--- src/rtl/mult_seq.sv ---
// Sequential shift-add multiplier, WIDTH x WIDTH -> 2*WIDTH, signed/unsigned per operation.
// Define MULT_SEQ_EARLY_EN to end CALC as soon as the remaining multiplier bits are all zero.
module mult_seq #(
   parameter int WIDTH = 32
) (
   input  logic               clk,
   input  logic               reset,
   input  logic               start,
   input  logic               sign,
   input  logic [WIDTH-1:0]   a,
   input  logic [WIDTH-1:0]   b,
   output logic               busy,
   output logic               done,
   output logic [2*WIDTH-1:0] z
);

   localparam int PW = 2 * WIDTH;
   localparam int CW = $clog2(WIDTH);

   typedef enum logic [1:0] {IDLE, CALC, DONE} state_t;

   state_t           state;
   logic [PW-1:0]    mcand;
   logic [PW-1:0]    acc;
   logic [PW-1:0]    acc_next;
   logic [WIDTH-1:0] mplier;
   logic [WIDTH-1:0] mplier_next;
   logic [WIDTH-1:0] a_mag;
   logic [WIDTH-1:0] b_mag;
   logic [CW-1:0]    count;
   logic             neg;
   logic             last;

   always_comb begin
      // Negating the most-negative value wraps back to 2^(WIDTH-1), the correct unsigned magnitude.
      a_mag       = (sign && a[WIDTH-1]) ? -a : a;
      b_mag       = (sign && b[WIDTH-1]) ? -b : b;
      acc_next    = mplier[0] ? (acc + mcand) : acc;
      mplier_next = mplier >> 1;
`ifdef MULT_SEQ_EARLY_EN
      last        = (mplier_next == '0);
`else
      last        = (count == CW'(WIDTH - 1));
`endif
   end

   always_ff @(posedge clk) begin
      if (reset) begin
         state  <= IDLE;
         busy   <= 1'b0;
         done   <= 1'b0;
         z      <= '0;
         acc    <= '0;
         mcand  <= '0;
         mplier <= '0;
         count  <= '0;
         neg    <= 1'b0;
      end else begin
         case (state)
            IDLE, DONE: begin
               done <= 1'b0;
               if (start) begin
                  mcand  <= {{WIDTH{1'b0}}, a_mag};
                  mplier <= b_mag;
                  neg    <= sign & (a[WIDTH-1] ^ b[WIDTH-1]);
                  acc    <= '0;
                  count  <= '0;
                  busy   <= 1'b1;
                  state  <= CALC;
               end else begin
                  busy   <= 1'b0;
                  state  <= IDLE;
               end
            end
            CALC: begin
               // The multiplicand register is shifted each step, so it always holds |a| << count.
               acc    <= acc_next;
               mcand  <= mcand << 1;
               mplier <= mplier_next;
               count  <= count + 1'b1;
               if (last) begin
                  z     <= neg ? -acc_next : acc_next;
                  done  <= 1'b1;
                  busy  <= 1'b0;
                  state <= DONE;
               end
            end
            default: begin
               busy  <= 1'b0;
               done  <= 1'b0;
               state <= IDLE;
            end
         endcase
      end
   end

endmodule

--- config.mk ---
export PLATFORM = sky130hd
export DESIGN_NAME = mult_seq
export DESIGN_NICKNAME = d
export VERILOG_FILES = /design/src/rtl/mult_seq.sv
export SDC_FILE = /design/constraint.sdc
export NUM_CORES = 1
export LEC_CHECK = 0
export BUFFER_PORTS_ARGS = -buffer_cell sky130_fd_sc_hd__buf_4
export CAP_MARGIN = 0
export CORE_MARGIN = 2
export CORE_UTILIZATION = 35
export CTS_CLUSTER_DIAMETER = 200
export CTS_CLUSTER_SIZE = 14
export DETAILED_ROUTE_END_ITERATION = 10
export SLEW_MARGIN = 20
export SYNTH_ARGS = -nofsm -noshare
export SYNTH_HDL_FRONTEND = slang
export SYNTH_SLANG_ARGS = --single-unit
--- constraint.sdc ---
create_clock -name clk -period 7.72 [get_ports clk]
set_input_delay 1.158 -clock clk [delete_from_list [all_inputs] [get_ports clk]]
set_output_delay 1.158 -clock clk [all_outputs]
set_load 0.02 [all_outputs]
==> flow_summary.toml <==
[run_status]
status = "finished, final reports clean"

[cells_and_area]
fin_area_sq_um = 18400
utilization_pct = 39.6
areaGrowthSynthToFinish_pct = 12.0
drive_gt1_share_pct = 11.3
layout_common_cells = "278 x nor2_1, 277 x nand2_1, 231 x dfxtp_1"
final_common_cell = "nor2_1"
n_antenna_cell = 0
fin_nets = 2365

[global_route]
grt_max_degree = 99
grt_usage_pct = 21.9
antenna_found_initial = 0
grt_first_pass_wirelength_um = 85200
grt.overflow.total = 0
grt_pass1_vias = 15200

[die]
die_area_sq_um = 48700
rows = 79
start_util_pct = 35.4
die_h_um = 221
die_w_um = 221
core-area_sq_um = 46500
ios = 134

[clock_tree]
ctsHoldBuffers = 0
clock_latency_ns = 0.53
cts_sinks = 233
cts-root-buf = "clkbuf_16"
cts_buffer_depth = 3
postCtsSetupRepairBufs = 0
htree_levels = 1
clk_pin_slew_worst_paths_ns = 0.07
post_cts_resized = 0
cts_tree = "done"
numCtsBuffers = 20

[sta]
fmax_mhz = 194
whs_ns = 0.449
report.final.slew_viol_count = 0
skew_ns = 0.0223
fin_crit_sh_pct = 66.8
tns_ns = 0
tightest_slew_ns = 1.02
hold_violations = 0
setup_slack_ns = 2.56
min_period_ns = 5.16
setup_viol = 0
relSlewSlack_pct = 31.9
rsz0062_at_grt = "no"

[worst_setup_path]
crit_required_ns = 8.12
worst_path_largest_cell_delay_ns = 0.68
cp_max_fo = 12
worstSetupPathType = "register to register"
cp-start-kind = "register"
cp-end-kind = "register"
cp_num_buf_inv = 1
worstPathArrival_ns = 5.56
cp_cell_sequence = "ha_1, inv_1, fa_1, nand2b_1, a21oi_2, o21ai_0, a211oi_1, a21boi_0, xnor2_1, mux2i_1, nand3_1, or4_4, o41ai_2, nor2_1, a221o_1"
cpLargestDelayFamily = "compound AO/OA/AOI/OAI gates"
slowest_stage = "or4_4"

[drt]
via_count = 16600
antenna_left = 0
drc = 0
drtIter0Drc = 1470
via_per_inst = 5.87
drt_first_pass_iters = 5
routed_wl_um = 54600
wl_per_cell_um = 19.3

[pwr]
power_density_nw_per_um2 = 152
power.net_switching_uw = 887
p_clk_share_pct = 34.0
comb_power_share_pct = 19.9
seq_power_share_pct = 46.1
power.leakage_nw = 6.96
swShare_pct = 31.7
irDropWorstVdd_mv = 0.141
power.internal_mw = 1.92

[placement]
dpl_worst_slack_ns = 2.64
hpwl_um = 40500
port_buffers = 133
post_dp_cell_area_sq_um = 17900
place.gp.congestion = 0.935

[yosys]
avgSynthCellArea_sq_um = 7.55
ys.flop_type = "dfxtp_1"
synth-edff-count = 0
seq_area_frac_synth_pct = 28.4
async_flop_share_pct = 0
ys_seq_elements = 233
ys_top_cells_by_area = "dfxtp_1 28%, nor2_1 6.4%, nand2_1 6.3%, ha_1 5.2%, a21oi_1 4.7%"
synth_cell_types = 96
yosysWarnings = 0
yosysTopAreaCellShare_pct = 28.4
synthesis.area_sq_um = 16400
syn_inst = 2177
yosys.area.top_type = "dfxtp_1"
synth_nets = 2314

[min_path]
hp-class = "register to register"

[job]
drv_cap = 0
state kept, by name, indices dropped and copies added (netlist names):
register	flops
mplier	32
busy	1
acc	64
done	1
z	64
state	1
neg	1
mcand	64
count	5
metal layers:
metal / wire, um / share of wire, % / up-vias / GRT usage (%)
met1: 25900 / 47 / 7839 / 32.3
met2: 22500 / 41 / 592 / 32.0
met4: 1360 / 2.5 / 0 / 6.13
met3: 4880 / 8.9 / 87 / 4.44
li1: - / - / 8116 / -
met5: 0 / 0 / - / 0
logic make-up after synthesis:
family	share of synthesized area [%]
mux	1.24
fa+ha+maj	5.30
flops	28.4
compound gates	29.7
xor+xnor	6.50
simple gates	25.0
buf+inv	3.92
synth_stat cells, drive strengths merged (23+ instances only):
cell type / instances
nor2b: 25
nor3: 50
o211ai: 25
a22oi: 31
nand3: 42
nor2: 281
dfxtp: 233
a2111oi: 60
buf: 33
xor2: 57
a31oi: 26
nand2: 278
inv: 32
or3: 23
and3: 28
ha: 68
o21ai: 172
a21o: 26
a22o: 40
clkbuf: 92
a21oi: 164
xnor2: 65
nand4: 27
o31ai: 31
worst paths after layout:
path            to  depth (start not counted)     start  slack [ns]
min          z[44]                          2     z[44]        0.45
max reg2reg  z[50]                         15  mcand[0]        2.56
min reg2reg  z[44]                          2     z[44]        0.45
max          z[50]                         15  mcand[0]        2.56
tightest hold or removal path, cell delays in order, from the launching register on:
cell,delay [ns]
dfxtp_1,0.31
nand2_1,0.05
o21ai_1,0.05
stage by stage:
step / power (mW) / std cells
floorplan: 1.69 / 2177
global placement: 1.86 / 2813
detailed placement: 1.87 / 2813
CTS: 2.82 / 2836
global route: 2.94 / 2836
finish: 2.80 / 2836
layout make-up:
cell class | instances | area, sq um
timing repair buffer | 154 | 1160
clock buffer | 22 | 529
clock inverter | 1 | 7.51
sequential | 233 | 4670
fill | 4880 | 28000
multi-input combinational | 1787 | 11200
inverter | 32 | 120
tap | 607 | 759
power groups by stage:
stage               Clock [mW]  Sequential [mW]  Combinational (mW)
floorplan                    0             1.29               0.402
global placement             0             1.32               0.541
detailed placement           0             1.32               0.550
CTS                      0.979             1.29               0.552
global route              1.03             1.30               0.614
finish                   0.954             1.29               0.557
No activity file was read; power rests on OpenSTA's default activity.
